`src/rtl/nrf24_rx_ctrl_if.sv`:
```
// Radio-side bus of the nRF24L01+ receive controller: SPI lines plus CE and IRQ.
interface nrf24_rx_ctrl_if;
    logic nrf_sclk;
    logic nrf_mosi;
    logic nrf_miso;
    logic nrf_csn;
    logic nrf_ce;
    logic nrf_irq_n;

    modport master (output nrf_sclk, nrf_mosi, nrf_csn, nrf_ce,
                    input  nrf_miso, nrf_irq_n);
    modport slave  (input  nrf_sclk, nrf_mosi, nrf_csn, nrf_ce,
                    output nrf_miso, nrf_irq_n);
endinterface

```
`src/rtl/nrf24_rx_ctrl.sv`:
```
// nRF24L01+ primary-receiver controller: configures the radio, then on each IRQ
// reads one static payload over SPI mode 0 and clears RX_DR.
module nrf24_rx_ctrl #(
    parameter int unsigned SPI_HALF      = 50,
    parameter int unsigned PWRUP_DELAY   = 150_000,
    parameter int unsigned PAYLOAD_BYTES = 1,
    parameter logic [7:0]  RF_CH         = 8'd2
) (
    input  logic                       clk,
    input  logic                       reset,
    nrf24_rx_ctrl_if.master            nrf,
    output logic [8*PAYLOAD_BYTES-1:0] rx_data,
    output logic                       rx_valid,
    output logic                       cap_val,
    output logic                       cfg_done,
    output logic [15:0]                rx_count
);
    localparam int unsigned DW = $clog2(PWRUP_DELAY + 1);
    localparam int unsigned CW = $clog2(2 * SPI_HALF + 1);

    typedef enum logic [2:0] {
        PWR_WAIT, CFG, FLUSH, FLUSH_WAIT, LISTEN, RD_PAYLOAD, CLR, CLR_GAP
    } state_t;
    typedef enum logic [2:0] {
        SPI_IDLE, SPI_LEAD, SPI_HIGH, SPI_LOW, SPI_TRAIL, SPI_GAP
    } spi_t;

    state_t state, state_n;
    spi_t   sp, sp_n;
    logic [DW-1:0] dly, dly_n;
    logic [2:0]    cfg_idx, cfg_idx_n;
    logic [CW-1:0] cnt, cnt_n;
    logic [2:0]    bit_idx, bit_n, byte_idx, byte_n, tx_idx, last_byte;
    logic [7:0]    tx_sr, tx_sr_n, tx_byte, cfg_addr, cfg_val;
    logic [6:0]    rx_sr, rx_sr_n;
    logic [8*PAYLOAD_BYTES-1:0] payload, payload_n;
    logic sclk, sclk_n, csn, csn_n;
    logic sp_start, sp_done, load_rx, go_listen, listen;
    logic [1:0] irq_sync, miso_sync;
    logic irq_s, miso_s;

    assign irq_s        = irq_sync[1];
    assign miso_s       = miso_sync[1];
    assign nrf.nrf_sclk = sclk;
    assign nrf.nrf_mosi = tx_sr[7];
    assign nrf.nrf_csn  = csn;
    assign nrf.nrf_ce   = listen;
    assign cfg_done     = listen;

    always_comb begin
        cfg_addr = 8'h00;
        cfg_val  = 8'h00;
        case (cfg_idx)
            3'd0: begin cfg_addr = 8'h01; cfg_val = 8'h00;              end
            3'd1: begin cfg_addr = 8'h02; cfg_val = 8'h01;              end
            3'd2: begin cfg_addr = 8'h03; cfg_val = 8'h03;              end
            3'd3: begin cfg_addr = 8'h05; cfg_val = RF_CH;              end
            3'd4: begin cfg_addr = 8'h06; cfg_val = 8'h06;              end
            3'd5: begin cfg_addr = 8'h11; cfg_val = 8'(PAYLOAD_BYTES); end
            3'd6: begin cfg_addr = 8'h07; cfg_val = 8'h70;              end
            default: begin cfg_addr = 8'h00; cfg_val = 8'h0F;           end
        endcase
    end

    // Byte to load: index 0 at transaction start, otherwise the byte after the current one.
    always_comb begin
        tx_idx    = (sp == SPI_IDLE) ? 3'd0 : byte_idx + 3'd1;
        tx_byte   = 8'h00;
        last_byte = 3'd1;
        case (state)
            CFG:        tx_byte = (tx_idx == 3'd0) ? (8'h20 | cfg_addr) : cfg_val;
            FLUSH:      begin tx_byte = 8'hE2; last_byte = 3'd0; end
            RD_PAYLOAD: begin
                tx_byte   = (tx_idx == 3'd0) ? 8'h61 : 8'hFF;
                last_byte = 3'(PAYLOAD_BYTES);
            end
            CLR:        tx_byte = (tx_idx == 3'd0) ? 8'h27 : 8'h40;
            default:    ;
        endcase
    end

    always_comb begin
        state_n   = state;
        dly_n     = dly;
        cfg_idx_n = cfg_idx;
        sp_start  = 1'b0;
        load_rx   = 1'b0;
        go_listen = 1'b0;
        case (state)
            PWR_WAIT, FLUSH_WAIT: begin
                if (dly == DW'(PWRUP_DELAY - 1)) begin
                    dly_n     = '0;
                    state_n   = (state == PWR_WAIT) ? CFG : LISTEN;
                    go_listen = (state == FLUSH_WAIT);
                end else begin
                    dly_n = dly + 1'b1;
                end
            end
            CFG: begin
                sp_start = (sp == SPI_IDLE);
                if (sp_done) begin
                    cfg_idx_n = cfg_idx + 3'd1;
                    if (cfg_idx == 3'd7) state_n = FLUSH;
                end
            end
            FLUSH: begin
                sp_start = (sp == SPI_IDLE);
                if (sp_done) begin
                    state_n = FLUSH_WAIT;
                    dly_n   = '0;
                end
            end
            LISTEN:     if (!irq_s) state_n = RD_PAYLOAD;
            RD_PAYLOAD: begin
                sp_start = (sp == SPI_IDLE);
                if (sp_done) state_n = CLR;
            end
            CLR: begin
                sp_start = (sp == SPI_IDLE);
                if (sp_done) begin
                    load_rx = 1'b1;
                    state_n = CLR_GAP;
                end
            end
            default: if (sp == SPI_IDLE) state_n = irq_s ? LISTEN : RD_PAYLOAD;
        endcase
    end

    always_comb begin
        sp_n      = sp;
        cnt_n     = cnt;
        bit_n     = bit_idx;
        byte_n    = byte_idx;
        tx_sr_n   = tx_sr;
        rx_sr_n   = rx_sr;
        payload_n = payload;
        sclk_n    = sclk;
        csn_n     = csn;
        sp_done   = 1'b0;
        case (sp)
            SPI_IDLE: if (sp_start) begin
                sp_n    = SPI_LEAD;
                csn_n   = 1'b0;
                cnt_n   = '0;
                bit_n   = '0;
                byte_n  = '0;
                tx_sr_n = tx_byte;
            end
            SPI_LEAD, SPI_LOW: begin
                if (cnt == CW'(SPI_HALF - 1)) begin
                    cnt_n  = '0;
                    sclk_n = 1'b1;
                    sp_n   = SPI_HIGH;
                end else begin
                    cnt_n = cnt + 1'b1;
                end
            end
            SPI_HIGH: begin
                // MISO taken two clocks after the rise so the synchronizer shows the value at the edge.
                if (cnt == CW'(1)) begin
                    rx_sr_n = {rx_sr[5:0], miso_s};
                    for (int unsigned i = 0; i < PAYLOAD_BYTES; i++)
                        if (bit_idx == 3'd7 && byte_idx == 3'(i + 1))
                            payload_n[8*i +: 8] = {rx_sr, miso_s};
                end
                if (cnt == CW'(SPI_HALF - 1)) begin
                    cnt_n  = '0;
                    sclk_n = 1'b0;
                    sp_n   = SPI_LOW;
                    if (bit_idx != 3'd7) begin
                        bit_n   = bit_idx + 3'd1;
                        tx_sr_n = {tx_sr[6:0], 1'b0};
                    end else if (byte_idx != last_byte) begin
                        bit_n   = '0;
                        byte_n  = byte_idx + 3'd1;
                        tx_sr_n = tx_byte;
                    end else begin
                        tx_sr_n = '0;
                        sp_n    = SPI_TRAIL;
                    end
                end else begin
                    cnt_n = cnt + 1'b1;
                end
            end
            SPI_TRAIL: begin
                if (cnt == CW'(SPI_HALF - 1)) begin
                    cnt_n   = '0;
                    csn_n   = 1'b1;
                    sp_done = 1'b1;
                    sp_n    = SPI_GAP;
                end else begin
                    cnt_n = cnt + 1'b1;
                end
            end
            SPI_GAP: begin
                if (cnt == CW'(2 * SPI_HALF - 1)) begin
                    cnt_n = '0;
                    sp_n  = SPI_IDLE;
                end else begin
                    cnt_n = cnt + 1'b1;
                end
            end
            default: sp_n = SPI_IDLE;
        endcase
    end

    always_ff @(posedge clk or posedge reset) begin
        if (reset) begin
            state   <= PWR_WAIT;
            dly     <= '0;
            cfg_idx <= '0;
        end else begin
            state   <= state_n;
            dly     <= dly_n;
            cfg_idx <= cfg_idx_n;
        end
    end

    always_ff @(posedge clk or posedge reset) begin
        if (reset) begin
            sp       <= SPI_IDLE;
            cnt      <= '0;
            bit_idx  <= '0;
            byte_idx <= '0;
            tx_sr    <= '0;
            rx_sr    <= '0;
            payload  <= '0;
            sclk     <= 1'b0;
            csn      <= 1'b1;
        end else begin
            sp       <= sp_n;
            cnt      <= cnt_n;
            bit_idx  <= bit_n;
            byte_idx <= byte_n;
            tx_sr    <= tx_sr_n;
            rx_sr    <= rx_sr_n;
            payload  <= payload_n;
            sclk     <= sclk_n;
            csn      <= csn_n;
        end
    end

    always_ff @(posedge clk or posedge reset) begin
        if (reset) begin
            irq_sync  <= 2'b11;
            miso_sync <= 2'b00;
            listen    <= 1'b0;
            rx_data   <= '0;
            rx_valid  <= 1'b0;
            cap_val   <= 1'b0;
            rx_count  <= '0;
        end else begin
            irq_sync  <= {irq_sync[0], nrf.nrf_irq_n};
            miso_sync <= {miso_sync[0], nrf.nrf_miso};
            rx_valid  <= load_rx;
            if (go_listen) listen <= 1'b1;
            if (load_rx) begin
                rx_data  <= payload;
                cap_val  <= payload[0];
                rx_count <= rx_count + 16'd1;
            end
        end
    end
endmodule

```
`src/flat_wrapper.sv`:
```
// flat-port wrapper written by rule: the top's interface ports become plain ports
module nrf24_rx_ctrl_flat 
#(
    parameter int unsigned SPI_HALF      = 50,
    parameter int unsigned PWRUP_DELAY   = 150_000,
    parameter int unsigned PAYLOAD_BYTES = 1,
    parameter logic [7:0]  RF_CH         = 8'd2
)
  (clk, reset, rx_data, rx_valid, cap_val, cfg_done, rx_count, nrf_nrf_sclk, nrf_nrf_mosi, nrf_nrf_csn, nrf_nrf_ce, nrf_nrf_miso, nrf_nrf_irq_n);
  nrf24_rx_ctrl_if nrf_i ();
  input  logic clk;
  input  logic reset;
  output logic [8*PAYLOAD_BYTES-1:0] rx_data;
  output logic rx_valid;
  output logic cap_val;
  output logic cfg_done;
  output logic [15:0] rx_count;
  output wire logic [$bits(nrf_i.nrf_sclk)-1:0] nrf_nrf_sclk;
  output wire logic [$bits(nrf_i.nrf_mosi)-1:0] nrf_nrf_mosi;
  output wire logic [$bits(nrf_i.nrf_csn)-1:0] nrf_nrf_csn;
  output wire logic [$bits(nrf_i.nrf_ce)-1:0] nrf_nrf_ce;
  input wire logic [$bits(nrf_i.nrf_miso)-1:0] nrf_nrf_miso;
  input wire logic [$bits(nrf_i.nrf_irq_n)-1:0] nrf_nrf_irq_n;
  assign nrf_nrf_sclk = nrf_i.nrf_sclk;
  assign nrf_nrf_mosi = nrf_i.nrf_mosi;
  assign nrf_nrf_csn = nrf_i.nrf_csn;
  assign nrf_nrf_ce = nrf_i.nrf_ce;
  assign nrf_i.nrf_miso = nrf_nrf_miso;
  assign nrf_i.nrf_irq_n = nrf_nrf_irq_n;
  nrf24_rx_ctrl #(.SPI_HALF(SPI_HALF), .PWRUP_DELAY(PWRUP_DELAY), .PAYLOAD_BYTES(PAYLOAD_BYTES), .RF_CH(RF_CH)) u_core (.clk(clk), .reset(reset), .nrf(nrf_i), .rx_data(rx_data), .rx_valid(rx_valid), .cap_val(cap_val), .cfg_done(cfg_done), .rx_count(rx_count));
endmodule
```
`config.mk`:
```
export PLATFORM = sky130hd
export DESIGN_NAME = nrf24_rx_ctrl_flat
export DESIGN_NICKNAME = d
export VERILOG_FILES = /design/src/rtl/nrf24_rx_ctrl_if.sv /design/src/rtl/nrf24_rx_ctrl.sv /design/src/flat_wrapper.sv
export SDC_FILE = /design/constraint.sdc
export NUM_CORES = 1
export LEC_CHECK = 0
export BUFFER_PORTS_ARGS = -buffer_cell sky130_fd_sc_hd__buf_2
export CELL_PAD_IN_SITES_DETAIL_PLACEMENT = 1
export CELL_PAD_IN_SITES_GLOBAL_PLACEMENT = 1
export CORE_UTILIZATION = 30
export DETAILED_ROUTE_END_ITERATION = 16
export GPL_TIMING_DRIVEN = 0
export PLACE_DENSITY = 0.55
export SLEW_MARGIN = 10
export SYNTH_ARGS = -nofsm -noshare
export SYNTH_HDL_FRONTEND = slang
export SYNTH_SLANG_ARGS = --single-unit
```
`constraint.sdc`:
```
create_clock -name clk -period 3.1 [get_ports clk]
set_input_delay 0.155 -clock clk [delete_from_list [all_inputs] [get_ports clk]]
set_output_delay 0.155 -clock clk [all_outputs]
set_load 0.01 [all_outputs]
```
==> results of run 1 <==
[path summary, 6_finish.rpt]
| path | startpoint | endpoint | slack, ps | cells after the start |
|---|---|---|---|---|
| max | u_core.cnt[1] | u_core.rx_data[4] | 610 | 7 |
| min | u_core.irq_sync[0] | u_core.irq_sync[1] | 360 | 0 |
| max reg2reg | u_core.cnt[1] | u_core.rx_data[4] | 610 | 7 |
| min reg2reg | u_core.irq_sync[0] | u_core.irq_sync[1] | 360 | 0 |
| max in group asynchronous | reset | u_core.irq_sync[1] | 1960 | 4 |
| min in group asynchronous | reset | u_core.dly[13] | 420 | 3 |
[routing by layer]
metal	vias up	GRT usage	share of wire	wire length, um
li1	1829	-	-	-
met1	1883	0.196	0.48	5860
met2	34	0.252	0.48	5890
met3	11	0.0351	0.023	285
met4	0	0.0465	0.011	138
met5	-	0	0	0
[layout by cell type, fill, tap and decap left out, types with 4 or more instances in the layout]
cell	count
nand3_1	17
nor3b_1	5
clkbuf_1	5
nand4_1	15
buf_4	6
o21ai_0	16
dfrtp_1	92
buf_2	40
mux2_1	5
a22o_1	5
o21ai_1	10
inv_1	13
a31oi_1	9
mux2i_1	5
a21oi_1	16
clkbuf_16	9
nor4_1	5
mux2_2	22
nand3b_1	4
nor2b_1	6
nand2_1	35
nand2b_1	11
and3_1	10
or3_1	4
xnor2_1	17
nor2_1	29
ha_1	14
nor3_1	7
a21o_1	5
xor2_1	11
[kinds of logic after synthesis]
| family | Yosys count |
|---|---|
| flops | 95 |
| fa+ha+maj | 14 |
| mux | 32 |
| buf+inv | 35 |
| xor+xnor | 28 |
| compound gates | 96 |
| simple gates | 174 |
[repair_timing]
item	in CTS	in global routing
endpoints found under the setup margin	0	0
hold buffers	3	0
hold endpoints to repair	43	0
[power groups by stage]
stage / logic (W) / registers (W) / clock network [W]
final: 0.0000343 / 0.00124 / 0.00114
after global routing: 0.0000409 / 0.00124 / 0.00123
after CTS: 0.0000373 / 0.00124 / 0.00119
after detailed placement: 0.0000346 / 0.00127 / 0
after global placement: 0.0000284 / 0.00127 / 0
after floorplan: 0.0000184 / 0.00127 / 0
[flip-flops by register name, summed over array words and instances (netlist names), 2 cells and up]
name,cells
u_core.bit_idx,3
u_core.byte_idx,3
u_core.cfg_idx,3
u_core.cnt,7
u_core.dly,18
u_core.irq_sync,2
u_core.miso_sync,2
u_core.payload,8
u_core.rx_count,16
u_core.rx_data,8
u_core.rx_sr,7
u_core.sp,3
u_core.state,3
u_core.tx_sr,8
[per-stage QoR]
step                      worst slack [ps]  hold WS [ps]
after global placement                -845           261
after CTS                              597           366
after detailed placement               609           266
after floorplan                        473           159
after global routing                   430           369
final                                  606           365
[critical path: cells and delay by family, from the launching register on]
family                     cells  cell delay, ps
adders and majority gates      1             170
buffers and inverters          2             340
DFF                            1             390
muxes                          1             350
and+or+nand+nor                3            1120
[layout make-up]
cell class	instances	area (um^2)	area share
Buffer	21	118	0.0201
Clock buffer	9	225	0.0385
Clock inverter	7	83.8	0.0143
Inverter	14	55.1	0.00941
Multi-Input combinational cell	344	2480	0.425
Sequential cell	95	2380	0.407
Tap cell	220	275	0.0470
Timing Repair Buffer	38	228	0.0389
==> metrics.csv, run 1 <==
metric,value,unit
outcome,completed,
path_cells,inv_1 > ha_1 > nor3b_1 > nand2_1 > nor3_4 > buf_4 > mux2_2,
report.final.slew_viol_count,0,
max_freq,401,MHz
p_sw,0.000592,W
fp.dieH,132,um
critPathMaxFanout,10,
drc,0,
synth_compound_area_frac,0.141,
combPwrFrac,0.014,
synth_seq_cells,95,
synth_edf_count,0,
synth_top_area_share,0.457,
grt_pass1_wl,21000,um
postCtsSetupRepairBufs,0,
vias_per_cell,5.02,
setup_viol,0,
cts_root_buf,clkbuf_16,
relSlewSlack,0.395,
cp.required,3350,ps
drtPass1Iterations,5,
synth_top_area_cell,dfrtp_1,
post-route-cell-area,5850,um^2
cts_max_level,3,
hold_violations,0,
rsz0062_at_grt,no,
port_buffers,34,
finalWirelength,12200,um
routedWlPerCell,16.3,um
ant_nets,0,
power.leakage,2.73,nW
initial_core_util,0.306,
core,16500,um^2
clk-insertion-delay-late,360,ps
utilization,0.355,
grt_start_max_net_pins,54,
ir_drop,0.273,mV
fin_crit,2490,ps
cts_buffers,9,
p_total,0.00242,W
synthesis.area,5040,um^2
p_per_area,414,nW/um^2
fillers,1890,
cp.arrival,2740,ps
cts_resized,0,
avgSynthCellArea,10.6,um^2
layout.nets,541,
vias,3757,
synth_simple_gate_area_frac,0.199,
max_stage_delay,440,ps
slowest_stage,nor3_4,
clk_pin_slew_worst_paths,70,ps
drt-initial-drc-count,144,
fp.dieW,132,um
critPathKind,reg2reg,
synth_adder_area_share,0.0348,
clockBufferDepth,2,
muxShareOfSynthArea,0.0703,
clock_power_share,0.472,
final-instance-count-excl-fill,748,
synthTopCellsByArea,"dfrtp_1 46%, mux2_2 4.9%, ha_1 3.5%",
areaGrowthSynthToFinish,16.2,%
synth_nets,492,
diodes,0,
startpoint_type,flip-flop,
synthArstFlopShare,1.00,
cts_tree,built,
dieArea,17300,um^2
ios,35,
yosysMostFrequentCell,dfrtp_1,
synth-xor-area-share,0.0487,
timing.setup.tns,0,ps
power_frac_seq,0.514,
dpl_cell_area,5510,um^2
dpl.cell_count,729,
dp_hpwl,8750,um
track_usage,0.152,
cts_sinks,95,
crit_path_end_kind,flip-flop,
synthTopCellsByCount,"92 x dfrtp_1, 35 x nand2_1, 29 x nor2_1",
fin_skew,10.8,ps
synth_top_family_by_area,simple AND/OR/NAND/NOR gates,
syn_inst,474,
finalCritPeriodShare,0.805,
ys_types,68,
grt_pass1_vias,3949,
grt-ovfl-total,0,
tightestPinTransition,899,ps
grt_antenna_before_repair,0,
ys_seq_area_frac,0.473,
gp_congestion,0.788,
fp-row-count,47,
drive_gt1_frac,0.225,
hold_path.class,reg2reg,
swShare,0.245,
ys.warnings.count,0,
drv_cap,0,
power.internal,0.00183,W
ys.flop_type,dfrtp_1,
(Power assumes the default switching activity.)
==> inputs of run 2 (changes only) <==
--- a/config.mk
+++ b/config.mk
@@ -11,7 +11,7 @@
 export CORE_UTILIZATION = 30
 export DETAILED_ROUTE_END_ITERATION = 16
 export GPL_TIMING_DRIVEN = 0
-export PLACE_DENSITY = 0.55
+export PLACE_DENSITY = 0.57
 export SLEW_MARGIN = 10
 export SYNTH_ARGS = -nofsm -noshare
 export SYNTH_HDL_FRONTEND = slang
==> constraint.sdc (replaced) <==
create_clock -name clk -period 2.01 [get_ports clk]
set_input_delay 0.1005 -clock clk [delete_from_list [all_inputs] [get_ports clk]]
set_output_delay 0.1005 -clock clk [all_outputs]
set_load 0.01 [all_outputs]
==> run 2 against run 1 <==
Effect of this change: global-route usage is essentially flat; critical path type unchanged; largest power group unchanged; core utilization grew 3.7 points; non-clock buffer count grew 34; sequential cell count is the same; maximum frequency grew 18%; sequential power grew 55%; the run now ends with negative setup slack left; highest routed layer unchanged; sequential share of layout area shrank 3.8 points; combinational power grew 62%.
==> metrics.csv, run 2 (synthesis results as in run 1) <==
metric,value,unit,change
utilization,0.392,,was 0.355
reg2regPathDepth,7,,unchanged
report.final.slew_viol_count,0,,unchanged
outcome,finished with violations,,was completed
cts_sinks,95,,unchanged
drv_cap,0,,unchanged
pre_cts_ws,-428,ps,was 609 ps
cp.required,2250,ps,was 3350 ps
fin_skew,9.56,ps,was 10.8 ps
initial_core_util,0.306,,unchanged
vias,3911,,was 3757
min-delay-start,u_core.miso_sync[0],,was u_core.irq_sync[0]
top_register,u_core.dly,,unchanged
violations,negative setup slack,,
drc,0,,unchanged
cts_max_level,3,,unchanged
hold_violations,0,,unchanged
worstSetupEndpoint,u_core.state[0],,was u_core.rx_data[4]
drtPass1Iterations,4,,was 5
p_sw,0.000868,W,was 0.000592 W
clock_power_share,0.480,,was 0.472
fp.dieH,132,um,unchanged
cts_buffers,9,,unchanged
crit_path_end_kind,flip-flop,,unchanged
hold_depth,0,,unchanged
final-instance-count-excl-fill,783,,was 748
power.internal,0.00292,W,was 0.00183 W
largest_reg_flops,18,,unchanged
fin_crit,2110,ps,was 2490 ps
grt_pass1_wl,21100,um,was 21000 um
critPathKind,reg2reg,,unchanged
relSlewSlack,0.499,,was 0.395
p_per_area,588,nW/um^2,was 414 nW/um^2
drive_gt1_frac,0.346,,was 0.225
power.leakage,3.03,nW,was 2.73 nW
reg2reg_to,u_core.state[0],,was u_core.rx_data[4]
dieArea,17300,um^2,unchanged
track_usage,0.152,,about the same
ios,35,,unchanged
rsz0062_at_grt,yes,,was no
clockBufferDepth,2,,unchanged
ir_drop,0.388,mV,was 0.273 mV
clk-insertion-delay-late,360,ps,about the same
worst_slack,-99.0,ps,was 606 ps
grt_antenna_before_repair,0,,unchanged
fp-row-count,47,,unchanged
areaGrowthSynthToFinish,28.1,%,was 16.2%
drt-initial-drc-count,172,,was 144
tightestPinTransition,750,ps,was 899 ps
layout.nets,576,,was 541
finalWirelength,12700,um,was 12200 um
dpl.cell_count,730,,was 729
core,16500,um^2,unchanged
dp_hpwl,8780,um,was 8750 um
reg_top3,"u_core.dly (18), u_core.rx_count (16)",,unchanged
gp_congestion,0.748,,was 0.788
timing.setup.tns,-940,ps,was 0 ps
grt_pass1_vias,4067,,was 3949
grt_start_max_net_pins,35,,was 54
diodes,0,,unchanged
cts_tree,built,,unchanged
vias_per_cell,4.99,,was 5.02
max_freq,474,MHz,was 401 MHz
port_buffers,34,,unchanged
setup_viol,28,,was 0
layout_common_cells,"90 x dfrtp_1, 38 x buf_2, 35 x buf_4, 33 x nand2_1, 28 x nor2_1",,"was 92 x dfrtp_1, 40 x buf_2, 35 x nand2_1, 29 x nor2_1, 22 x mux2_2"
swShare,0.229,,was 0.245
hold_path.class,reg2reg,,unchanged
cp.arrival,2350,ps,was 2740 ps
layout_commonest_cell,dfrtp_1,,unchanged
clk_pin_slew_worst_paths,70,ps,about the same
finalCritPeriodShare,1.05,,was 0.805
combPwrFrac,0.015,,was 0.014
cts_root_buf,clkbuf_16,,unchanged
power_frac_seq,0.506,,was 0.514
fp.dieW,132,um,unchanged
ant_nets,0,,unchanged
critPathMaxFanout,4,,was 10
grt-ovfl-total,0,,unchanged
startpoint_type,flip-flop,,unchanged
crit_start,u_core.cnt[1],,unchanged
p_total,0.00379,W,was 0.00242 W
reg2reg_from,u_core.cnt[1],,unchanged
r2r_slack,-100,ps,was 610 ps
routedWlPerCell,16.2,um,was 16.3 um
## run 2: cell count changes in the layout (fill, tap and decap cells not counted), sizes merged
cell | previous run | this run
clkinv | 4 | 3
nor2 | 33 | 34
bufinv | 0 | 1
clkinvlp | 0 | 1
inv | 17 | 16
buf | 50 | 85
clkbuf | 15 | 14
## run 2: timing repair
| item | 4_1_cts | 5_1_grt |
|---|---|---|
| endpoints found under the setup margin | 82 | 83 |
| gates cloned | 1 | 2 |
| buffers inserted | 11 | 21 |
| endpoints found under the hold margin | 33 | 0 |
| pin swaps | 11 | 18 |
| hold buffers | 3 | 0 |
| gates resized for setup | 25 | 49 |
## run 2: critical path: stages, from the launching register on
cell and delay, ps:
dfrtp_1 390, inv_2 80, ha_4 120, or3b_4 430, o31ai_4 280, nand2_2 140, o211ai_1 220, mux2_1 330
## run 2: routing by layer
metal  wire length, um  global-route usage  share of wire
met5                 0                   0              0
met2              6340               0.253           0.50
met1              5800               0.195           0.46
met3               352              0.0336          0.028
met4               184              0.0510          0.015
## run 2: power by group through the flow
stage / Clock, W / Sequential (W) / Combinational, W
6_report: 0.00182 / 0.00192 / 0.0000555
5_1_grt: 0.00195 / 0.00192 / 0.0000652
4_1_cts: 0.00189 / 0.00192 / 0.0000602
3_5_place_dp: 0 / 0.00195 / 0.0000557
3_3_place_gp: 0 / 0.00196 / 0.0000445
2_1_floorplan: 0 / 0.00195 / 0.0000289
## run 2: per-stage QoR
stage / instance area [um^2] / hold WS [ps]
6_report: 6450 / 362
5_1_grt: 6450 / 363
4_1_cts: 6090 / 356
3_5_place_dp: 5530 / 209
3_3_place_gp: 5490 / 208
2_1_floorplan: 5040 / 105
## run 2: area by class of cell
cell class,instances,area (um^2)
buffer,20,156
clock buffer,9,225
clock inverter,7,88.8
fill,1830,10000
inverter,14,56.3
multi-input combinational,345,2760
sequential,95,2380
tap,220,275
timing repair buffer,73,509
## run 2: how the worst min path moves through the flow
stage / end
2_1_floorplan: u_core.irq_sync[0]
3_3_place_gp: u_core.irq_sync[0]
3_5_place_dp: u_core.irq_sync[0]
4_1_cts: u_core.miso_sync[1]
5_1_grt: u_core.miso_sync[1]
6_report: u_core.miso_sync[1]
